[src/rtl/ad9850_sweep_ctrl.sv]
// ad9850_sweep_ctrl
//   Upstream stage of the AD9850 driver. Converts a frequency in Hz into the
//   32-bit AD9850 tuning word with a sequential shift-add multiplier, runs
//   single-tone or stepped sweeps, hands each tuning word and phase word to
//   the driver over an update_req / upd_done handshake, and holds each step
//   for a programmable dwell time.
//
// Ports
//   sys_clk     system clock
//   rst_n       asynchronous active-low reset
//   start       1-cycle pulse, latches the sweep set-up and begins (IDLE only)
//   stop        1-cycle pulse, aborts the sweep
//   loop_en     1 = restart from f_start after f_stop, 0 = finish
//   f_start     first frequency, Hz (27 bits)
//   f_stop      last frequency, Hz, inclusive (27 bits)
//   f_step      step in Hz, 0 = single tone (27 bits)
//   dwell_us    hold time per step in microseconds (0 behaves as one cycle)
//   phase_in    AD9850 phase word
//   upd_done    driver set-done level; its rising edge acknowledges a transfer
//   ftw         tuning word to the driver
//   phase_word  latched phase word to the driver
//   update_req  1-cycle transfer request
//   busy        high in every state except IDLE
//   sweep_done  1-cycle pulse when a non-looping sweep ends
//   ack_err     sticky handshake-timeout flag, cleared by the next accepted start
module ad9850_sweep_ctrl #(
  parameter int CLK_PER_US  = 50,
  parameter int K_FTW       = 2251800,
  parameter int FRAC        = 16,
  parameter int F_MAX       = 62500000,
  parameter int ACK_TIMEOUT = 4096
) (
  input  logic        sys_clk,
  input  logic        rst_n,
  input  logic        start,
  input  logic        stop,
  input  logic        loop_en,
  input  logic [26:0] f_start,
  input  logic [26:0] f_stop,
  input  logic [26:0] f_step,
  input  logic [15:0] dwell_us,
  input  logic [4:0]  phase_in,
  input  logic        upd_done,
  output logic [31:0] ftw,
  output logic [4:0]  phase_word,
  output logic        update_req,
  output logic        busy,
  output logic        sweep_done,
  output logic        ack_err
);

  typedef enum logic [2:0] {
    S_IDLE,
    S_CALC,
    S_SEND,
    S_WAIT_ACK,
    S_DWELL,
    S_STEP,
    S_DONE
  } state_t;

  localparam int                CALC_BITS = 27;
  localparam int                US_W      = (CLK_PER_US > 1) ? $clog2(CLK_PER_US) : 1;
  localparam logic [US_W-1:0]   US_LAST   = US_W'(CLK_PER_US - 1);
  localparam logic [15:0]       ACK_LAST  = 16'(ACK_TIMEOUT - 1);
  localparam logic [26:0]       F_MAX_W   = 27'(F_MAX);
  localparam logic [49:0]       K_EXT     = 50'(K_FTW);
  localparam logic [49:0]       HALF_LSB  = 50'(1) << (FRAC - 1);

  state_t      state, state_nxt;

  // Sweep set-up captured at start; the input pins are free afterwards.
  logic [26:0] f_start_r, f_stop_r, f_step_r;
  logic [15:0] dwell_r;
  logic [4:0]  phase_r;
  logic        loop_r;

  logic [26:0] cur_f;
  logic [26:0] mplier;
  logic [49:0] mcand;
  logic [49:0] prod;
  logic [4:0]  bit_idx;

  logic        upd_q;
  logic        stop_pend;
  logic [15:0] timer;      // WAIT_ACK cycle count, or elapsed microseconds in DWELL
  logic [US_W-1:0] us_cnt;

  logic [27:0] nxt_f;
  logic        wrap;
  logic        upd_rise;
  logic        calc_last;
  logic        dwell_last;
  logic [26:0] next_cur;
  logic [49:0] rounded;

  function automatic logic [26:0] clamp_f(input logic [26:0] f);
    return (f > F_MAX_W) ? F_MAX_W : f;
  endfunction

  // Step arithmetic is one bit wider so cur_f + f_step cannot wrap around.
  assign nxt_f      = {1'b0, cur_f} + {1'b0, f_step_r};
  assign wrap       = (nxt_f > {1'b0, f_stop_r}) || (f_start_r > f_stop_r);
  assign upd_rise   = upd_done & ~upd_q;
  assign calc_last  = (bit_idx == 5'(CALC_BITS));
  assign dwell_last = (dwell_r == 16'd0) ||
                      ((us_cnt == US_LAST) && (timer == dwell_r - 16'd1));
  assign next_cur   = (state == S_IDLE) ? f_start : (wrap ? f_start_r : nxt_f[26:0]);
  assign rounded    = prod + HALF_LSB;

  // NOTE: sequential state uses non-blocking assignments so every register
  // samples the pre-edge values, regardless of statement order.
  always_ff @(posedge sys_clk or negedge rst_n) begin
    if (!rst_n) state <= S_IDLE;
    else        state <= state_nxt;
  end

  // NOTE: every output of this block is given a default before the case, so
  // no path leaves a signal unassigned and no latch is inferred.
  always_comb begin
    state_nxt  = state;
    update_req = 1'b0;
    busy       = (state != S_IDLE);
    sweep_done = 1'b0;
    unique case (state)
      S_IDLE: begin
        // stop wins over a simultaneous start
        if (start && !stop) state_nxt = S_CALC;
      end
      S_CALC: begin
        if (stop)           state_nxt = S_IDLE;
        else if (calc_last) state_nxt = S_SEND;
      end
      S_SEND: begin
        update_req = 1'b1;
        state_nxt  = S_WAIT_ACK;
      end
      S_WAIT_ACK: begin
        if (upd_rise) begin
          if (stop_pend || stop)       state_nxt = S_IDLE;
          else if (f_step_r == 27'd0)  state_nxt = S_DONE;
          else                         state_nxt = S_DWELL;
        end else if (timer == ACK_LAST) begin
          state_nxt = S_IDLE;
        end
      end
      S_DWELL: begin
        if (stop)            state_nxt = S_IDLE;
        else if (dwell_last) state_nxt = S_STEP;
      end
      S_STEP: begin
        if (stop)                 state_nxt = S_IDLE;
        else if (wrap && !loop_r) state_nxt = S_DONE;
        else                      state_nxt = S_CALC;
      end
      S_DONE: begin
        sweep_done = 1'b1;
        state_nxt  = S_IDLE;
      end
      default: state_nxt = S_IDLE;
    endcase
  end

  always_ff @(posedge sys_clk or negedge rst_n) begin
    if (!rst_n) begin
      f_start_r  <= '0;
      f_stop_r   <= '0;
      f_step_r   <= '0;
      dwell_r    <= '0;
      phase_r    <= '0;
      loop_r     <= 1'b0;
      cur_f      <= '0;
      mplier     <= '0;
      mcand      <= '0;
      prod       <= '0;
      bit_idx    <= '0;
      upd_q      <= 1'b0;
      stop_pend  <= 1'b0;
      timer      <= '0;
      us_cnt     <= '0;
      ftw        <= '0;
      phase_word <= '0;
      ack_err    <= 1'b0;
    end else begin
      upd_q <= upd_done;

      if (state == S_IDLE && state_nxt == S_CALC) begin
        f_start_r <= f_start;
        f_stop_r  <= f_stop;
        f_step_r  <= f_step;
        dwell_r   <= dwell_us;
        phase_r   <= phase_in;
        loop_r    <= loop_en;
        ack_err   <= 1'b0;
        stop_pend <= 1'b0;
      end

      // Every entry into CALC restarts the multiplier on the (clamped) new frequency.
      if (state_nxt == S_CALC && state != S_CALC) begin
        cur_f   <= next_cur;
        mplier  <= clamp_f(next_cur);
        mcand   <= K_EXT;
        prod    <= '0;
        bit_idx <= '0;
      end

      unique case (state)
        S_CALC: begin
          if (!calc_last) begin
            if (mplier[0]) prod <= prod + mcand;
            mplier  <= mplier >> 1;
            mcand   <= mcand << 1;
            bit_idx <= bit_idx + 5'd1;
          end else begin
            ftw        <= rounded[FRAC +: 32];
            phase_word <= phase_r;
          end
        end
        S_SEND: begin
          timer <= '0;
          if (stop) stop_pend <= 1'b1;
        end
        S_WAIT_ACK: begin
          if (stop) stop_pend <= 1'b1;
          if (upd_rise) begin
            timer  <= '0;
            us_cnt <= '0;
          end else begin
            timer <= timer + 16'd1;
            if (timer == ACK_LAST) ack_err <= 1'b1;
          end
        end
        S_DWELL: begin
          if (us_cnt == US_LAST) begin
            us_cnt <= '0;
            timer  <= timer + 16'd1;
          end else begin
            us_cnt <= us_cnt + 1'b1;
          end
        end
        default: ;
      endcase
    end
  end

endmodule
[config.mk]
export PLATFORM = sky130hd
export DESIGN_NAME = ad9850_sweep_ctrl
export DESIGN_NICKNAME = d
export VERILOG_FILES = /design/src/rtl/ad9850_sweep_ctrl.sv
export SDC_FILE = /design/constraint.sdc
export NUM_CORES = 1
export LEC_CHECK = 0
export CAP_MARGIN = 30
export CELL_PAD_IN_SITES_DETAIL_PLACEMENT = 1
export CELL_PAD_IN_SITES_GLOBAL_PLACEMENT = 1
export CORE_MARGIN = 1
export CORE_UTILIZATION = 45
export CTS_BUF_LIST = sky130_fd_sc_hd__clkbuf_8
export DETAILED_ROUTE_END_ITERATION = 16
export PLACE_DENSITY = 0.9
export SLEW_MARGIN = 40
export SYNTH_ARGS = -nofsm -noshare
export SYNTH_HDL_FRONTEND = slang
export SYNTH_SLANG_ARGS = --single-unit
[constraint.sdc]
create_clock -name sys_clk -period 6.2 [get_ports sys_clk]
set_input_delay 1.55 -clock sys_clk [delete_from_list [all_inputs] [get_ports sys_clk]]
set_output_delay 1.55 -clock sys_clk [all_outputs]
set_load 0.05 [all_outputs]
==> results by group, run 1 <==
Run status
  • Status: finished with violations
  • Failing checks: setup timing

Drt
  • DR WL/cell: 22.16 µm
  • DRT antenna net count: 0
  • Initial DRT Pass Iterations: 5
  • DRC errors left: 0
  • Routed wire length: 64,830 µm
  • Vias: 17,960
  • DR iter-0 viols: 1,334
  • Vias/cell: 6.139

Cells and area
  • Share of cells above drive strength 1: 12.69%
  • Final net count: 2,551
  • Area Growth Syn to Fin: 19.79%
  • Final Util: 55.20%
  • Fill cell count: 4,841
  • # diodes: 0
  • Finished Layout Cells: 2,926

Floorplanning
  • Full die area: 0.04427 mm²
  • Core Footprint: 0.04242 mm²
  • Row cnt: 75
  • Die height: 210.4 µm
  • Starting Density: 46.08%
  • I/O pin cnt: 149
  • Die X: 210.4 µm

Hold path
  • HP Class: reg2reg
  • Worst hold start: cur_f[2]

Yosys
  • Main synth FF type: dfrtp_1
  • Distinct cells, synth: 89
  • Post-synthesis cell count: 2,141
  • Synth top area cells: dfrtp_1, ha_1, o21ai_0, nand2_1, mux2_2
  • Number of synthesized register bits: 323
  • Syn Area/Cell: 9.129 µm²
  • Xor/xnor share of the synthesized area: 5.332%
  • Synth Net Count: 2,385
  • Simple logic cell fraction of the synthesized area: 17.58%
  • Synth area leader: dfrtp_1
  • Post-synth EDFFs: 0
  • Adder-Cell Fraction of Synth Area: 8.782%
  • Compound-Gate Fraction of Synth Area: 18.64%
  • Largest family of logic cells by synthesized area: compound AO/OA/AOI/OAI gates
  • Synthesized cell area: 0.01955 mm²
  • Top-area cell type share of the netlist area: 41.35%
  • Synth async-reset ratio: 100.0%
  • Proportion of synthesized area in mux cells: 4.878%
  • Register area share after synthesis: 41.35%
  • Warnings, synthesis: 0

Critical path
  • CP Capture Type: flip-flop
  • R2r worst-path depth: 25
  • Max Fanout on Critical Path: 9
  • Crit path kind: reg2reg
  • Worst Setup SP: f_step_r[6]
  • Worst r2r src: f_step_r[6]
  • Crit Reg-Reg Endpoint: mplier[6]
  • WP data required: 6.73 ns
  • R2R setup slack: -0.005 ns
  • Critical path arrival: 6.74 ns
  • CP endpoint: mplier[6]
  • Type of origin of the critical path: flip-flop

CTS
  • Number of clock sinks: 323
  • Clock Tree Buf Depth: 3
  • CTS Buf Count: 56
  • Clock Latency Late Sink: 0.68 ns
  • Clock Root Buffer: clkbuf_8
  • CTS H-tree depth: 2
  • Worst-path clk slew: 0.06 ns
  • TritonCTS clock tree: yes

Global route
  • Vias in the first global route: 19,260
  • Initial antenna violation count: 1
  • GR Util All Layers: 29.12%
  • First-pass GRT wire length: 103,500 µm
  • Pin count of the biggest net entering global routing: 123
  • Total grt overflow: 0

STA
  • TNS Setup: -0.006967 ns
  • Final min period: 6.205 ns
  • Slew HR: 44.46%
  • Setup ws final: -0.005423 ns
  • Hold Vio Cnt, Final: 0
  • Final setup fails: 2
  • Peak Freq: 161.1 MHz
  • Fin Hold WS: 0.4980 ns
  • Max Slew Vio Count: 0
  • Slew @ Worst Pin: 0.8332 ns
  • Period utilization: 100.1%
  • Post-Route Skew: 0.05098 ns

Place
  • Post-Place Cells: 2,815
  • Hpwl dp: 44,110 µm
  • Post-place setup slack: -0.3664 ns
  • GP Congestion: 0.9425
  • # port buffers: 148

Power
  • Sw Ratio: 44.62%
  • P_leak: 10.32 nW
  • Pint: 6.127 mW
  • Combinational Power Share: 50.9%
  • Clock power frac: 19.0%
  • IR drop worst, VDD: 0.0002396 V
  • Seq pwr share: 30.1%
  • P per Cell Area: 472.5 mW/mm²
  • NetSw: 4.936 mW

Job
  • Max-Cap Viols: 0
-- cell usage after synthesis (all sizes together), types with 19 or more instances --
| library cell | number |
|---|---|
| a31oi | 33 |
| nand2b | 19 |
| inv | 65 |
| nor2 | 137 |
| and3 | 25 |
| dfrtp | 323 |
| buf | 19 |
| nand2 | 266 |
| ha | 134 |
| nor4 | 19 |
| clkbuf | 80 |
| nand4 | 37 |
| mux2 | 82 |
| a21oi | 134 |
| nor3 | 40 |
| xor2 | 63 |
| o21ai | 235 |
| o31ai | 20 |
| a21o | 56 |
| xnor2 | 56 |
| nand3 | 106 |
-- power groups by stage --
stage          clock network (mW)  registers, mW  logic (mW)
2_1_floorplan                   0           3.12        3.58
3_3_place_gp                    0           3.26        4.74
3_5_place_dp                    0           3.31        5.10
4_1_cts                      2.13           3.30        5.27
5_1_grt                      2.22           3.40        6.09
6_report                     2.10           3.33        5.63
-- critical path, cell delays in order (launching register included) --
cell	delay, ns
dfrtp_1	0.40
ha_1	0.39
a21o_1	0.23
and3_1	0.18
a21oi_1	0.16
nand3b_1	0.14
a311o_1	0.42
xor2_2	0.31
ha_1	0.32
a21o_1	0.20
a21o_1	0.19
a21oi_2	0.30
nor2_2	0.08
o41ai_1	0.34
a221o_1	0.26
buf_4	0.12
o211a_4	0.24
nand2_4	0.09
buf_4	0.22
o31ai_1	0.36
nand3_1	0.23
a31oi_4	0.26
o21ai_4	0.10
buf_12	0.15
clkbuf_16	0.15
a31o_1	0.22
-- placed cells by master, fill, tap and decap left out, types with 30 or more instances in the layout --
cell	n
clkbuf_8	74
a31oi_1	30
clkdlybuf4s50_1	147
ha_1	133
o21ai_0	220
dfrtp_1	322
xor2_1	62
a21o_1	56
a21oi_1	128
xnor2_1	55
nand2_1	262
mux2_2	81
nor2_1	132
inv_1	83
buf_4	46
nand4_1	37
nor3_1	35
nand3_1	106
-- state kept, by name, summed over array words and instances (netlist names) --
register and cells:
ack_err 1, bit_idx 5, cur_f 27, dwell_r 16, f_start_r 27, f_step_r 27
f_stop_r 27, ftw 32, loop_r 1, mcand 48, mplier 27, phase_r 5
phase_word 5, prod 48, state 3, stop_pend 1, timer 16, upd_q 1
us_cnt 6
-- layout make-up --
cell class	count	area [µm²]	area share (%)
inverter	65	244.0	1.042
multi-input combinational	1654	11080	47.33
tap	577	721.9	3.083
sequential	323	8084	34.52
timing repair buffer	207	2092	8.934
clock inverter	26	172.7	0.7374
clock buffer	74	1018	4.350
-- how the worst min path moves through the flow --
stage                      to  slack (ns)  cells past startpoint
detailed placement   cur_f[4]        0.48                      2
CTS                 cur_f[18]        0.50                      2
finish               cur_f[2]        0.50                      2
global placement     cur_f[2]        0.46                      2
global route         cur_f[0]        0.51                      2
floorplan            cur_f[2]        0.44                      2
-- cells by family (layout without fill, tap and decap cells) --
logic type	count (synthesis)	in the layout
AND/OR/NAND/NOR	723	723
adder cells (fa/ha/maj)	136	136
buffers and inverters	164	372
multiplexers	85	85
flip-flops	323	323
AO/OA/AOI/OAI	591	591
XOR/XNOR	119	119
-- stage by stage --
step	instance area [µm²]	power (mW)
after floorplan	19550	6.697
after global placement	21800	8.000
after detailed placement	21830	8.409
after CTS	23090	10.70
after global routing	23420	11.70
final	23420	11.06
-- per-layer routing --
metal / global-route usage [%] / vias up / wire, µm
met5: 0 / - / 12
met4: 13.89 / 2 / 2992
met3: 4.052 / 219 / 3420
met2: 50.25 / 651 / 32170
met1: 35.89 / 9044 / 26240
li1: - / 8046 / -
-- what timing repair did --
action                                  in CTS  in global routing
pin swaps                                    2                 15
resized for setup                           14                 34
gates cloned                                 0                  3
endpoints found under the setup margin     136                129
hold buffers                                 0                  0
hold endpoints to repair                     0                  0
buffers inserted                             2                  6
No activity file was read; power rests on OpenSTA's default activity.
==> run 2, diff against run 1 <==
--- a/config.mk
+++ b/config.mk
@@ -13,7 +13,6 @@
 export CTS_BUF_LIST = sky130_fd_sc_hd__clkbuf_8
 export DETAILED_ROUTE_END_ITERATION = 16
 export PLACE_DENSITY = 0.9
-export SLEW_MARGIN = 40
 export SYNTH_ARGS = -nofsm -noshare
 export SYNTH_HDL_FRONTEND = slang
 export SYNTH_SLANG_ARGS = --single-unit
==> results by group, run 2 (same netlist as run 1, synthesis figures left out) <==
Run status
  • Status: finished with violations
  • Failing checks: setup timing

Critical path
  • Most used cell, CP: buf_4
  • CP Capture Type: flip-flop
  • CP max stage cell: dfrtp_1
  • WP data required: 6.74 ns (about the same)
  • Type of origin of the critical path: flip-flop
  • Crit-path leading delay family: compound AO/OA/AOI/OAI gates
  • Worst path max stage delay: 0.42 ns (about the same)
  • Crit path kind: reg2reg
  • Critical path buffer and inverter count: 7 (+3)
  • Max Fanout on Critical Path: 9 (unchanged)
  • Critical path arrival: 6.85 ns (+0.11 ns)

Place
  • Hpwl dp: 44,120 µm (about the same)
  • # port buffers: 148 (unchanged)
  • Post-place setup slack: -0.3673 ns (-0.0008490 ns)
  • GP Congestion: 0.9425 (unchanged)
  • Dpl cell area: 0.02180 mm² (-0.13%)

CTS
  • Worst-path clk slew: 0.06 ns (about the same)
  • CTS H-tree depth: 2 (unchanged)
  • CTS Hold Bufs: 0 (unchanged)
  • Number of clock sinks: 323 (unchanged)
  • CTS Buf Count: 57 (+1.8%)
  • Clock Root Buffer: clkbuf_8
  • Clock Latency Late Sink: 0.68 ns (about the same)
  • TritonCTS clock tree: yes
  • Clock Tree Buf Depth: 3 (unchanged)

STA
  • Max Slew Vio Count: 0 (unchanged)
  • Final setup fails: 22 (+20)
  • Fin Hold WS: 0.5032 ns (+0.005198 ns)
  • Hold Vio Cnt, Final: 0 (unchanged)
  • Peak Freq: 158.3 MHz (-1.7%)
  • Final min period: 6.316 ns (+0.1105 ns)
  • Period utilization: 101.9% (+1.8 points)
  • Post-Route Skew: 0.05320 ns (+0.002222 ns)
  • Slew HR: 35.13% (-9.3 points)
  • Setup ws final: -0.1160 ns (-0.1105 ns)
  • Slew @ Worst Pin: 0.9730 ns (+0.1398 ns)

Hold path
  • HP Class: reg2reg

Drt
  • DRT antenna net count: 0 (unchanged)
  • Routed wire length: 66,730 µm (+2.9%)
  • DR iter-0 viols: 1,486 (+11%)
  • DRC errors left: 0 (unchanged)
  • Vias/cell: 6.168 (+0.48%)
  • Vias: 18,060 (+0.55%)
  • DR WL/cell: 22.79 µm (+2.8%)
  • Initial DRT Pass Iterations: 5 (unchanged)

Floorplanning
  • Die X: 210.4 µm (unchanged)
  • Row cnt: 75 (unchanged)
  • Full die area: 0.04427 mm² (unchanged)
  • Core Footprint: 0.04242 mm² (unchanged)
  • Die height: 210.4 µm (unchanged)
  • Starting Density: 46.08% (unchanged)
  • I/O pin cnt: 149 (unchanged)

Power
  • P_leak: 10.36 nW (+0.37%)
  • P per Cell Area: 485.9 mW/mm² (+2.8%)
  • IR drop worst, VDD: 0.0002591 V (+8.1%)
  • Design Power: 11.42 mW (+3.3%)

Global route
  • GR Util All Layers: 29.28% (+0.16 points)
  • Vias in the first global route: 19,180 (-0.39%)
  • Pin count of the biggest net entering global routing: 123 (unchanged)
  • Initial antenna violation count: 0 (-1)
  • First-pass GRT wire length: 103,600 µm (+0.16%)
  • Total grt overflow: 0 (unchanged)

Cells and area
  • Final Util: 55.43% (+0.23 points)
  • # diodes: 0 (unchanged)
  • Largest registers: mcand (48), prod (48), ftw (32)
  • Commonest non-fill, non-tap cells in the layout: dfrtp_1, nand2_1, o21ai_0, clkdlybuf4s50_1, nor2_1
  • Fill cell count: 4,812 (-0.60%)
  • Final net count: 2,550 (-0.039%)
  • Post-route cell area: 0.02351 mm² (+0.41%)
  • Share of cells above drive strength 1: 12.89% (+0.20 points)
  • Most common library cell in the layout ignoring fill and taps: dfrtp_1
  • Area Growth Syn to Fin: 20.29%

Job
  • Max-Cap Viols: 0 (unchanged)
run 2: changes by cell type in the layout (fill, tap and decap cells not counted), sizes merged:
cell,before,now
buf,58,56
bufinv,2,7
clkbuf,76,73
clkinv,2,5
clkinvlp,2,1
run 2: final cells by class:
class	instances	area [µm²]	share of cell area [%]
clock buffers	71	977.2	4.156
flip-flops and latches	323	8084	34.38
clock inverters	33	322.8	1.373
well taps	577	721.9	3.071
repair buffers	205	2053	8.733
inverters	65	244.0	1.038
multi-input cells	1654	11110	47.25
run 2: timing repair:
item	4_1_cts	5_1_grt
gates resized for setup	16	39
buffers inserted	3	4
endpoints found under the setup margin	145	113
cloned	0	3
pin swaps	4	24
run 2: power by group:
part / internal (mW) / leakage (nW) / switching, mW / total (mW)
registers: 2.69 / 4.05 / 0.648 / 3.33
clock network: 1.32 / 0.735 / 0.957 / 2.28
logic: 2.33 / 5.58 / 3.48 / 5.81
run 2: worst reg2reg max path: cells and delay by family (launching register included):
kind	cells	cell delay [ns]
DFF	1	0.42
adders and majority gates	2	0.69
AOI/OAI and AO/OA	14	2.86
buffers and inverters	7	1.17
and+or+nand+nor	8	1.08
run 2: per-stage QoR:
| stage | cells | setup TNS, ns |
|---|---|---|
| detailed placement | 2814 | -10.20 |
| finish | 2928 | -1.067 |
| CTS | 2921 | 0 |
| global placement | 2814 | 0 |
| global route | 2928 | -4.197 |
| floorplan | 2141 | 0 |
run 2: worst paths after layout:
check	startpoint	to	slack [ns]	cells after the start
max reg2reg	f_step_r[8]	mplier[2]	-0.12	31
min	phase_r[2]	phase_word[2]	0.50	1
min in group asynchronous	rst_n	f_step_r[12]	0.96	1
min reg2reg	phase_r[2]	phase_word[2]	0.50	1
max in group asynchronous	rst_n	cur_f[15]	3.80	2
max	f_step_r[8]	mplier[2]	-0.12	31
run 2: metal layers:
metal  up-vias  global-route usage (%)  wire length [µm]  share of wire, %
met5         -                       0                 0                 0
met4         0                   13.67              3407               5.1
met3       264                   4.350              3841               5.8
met2       753                   50.81             32860                49
met1      9006                   35.79             26620                40
li1       8037                       -                 -                 -
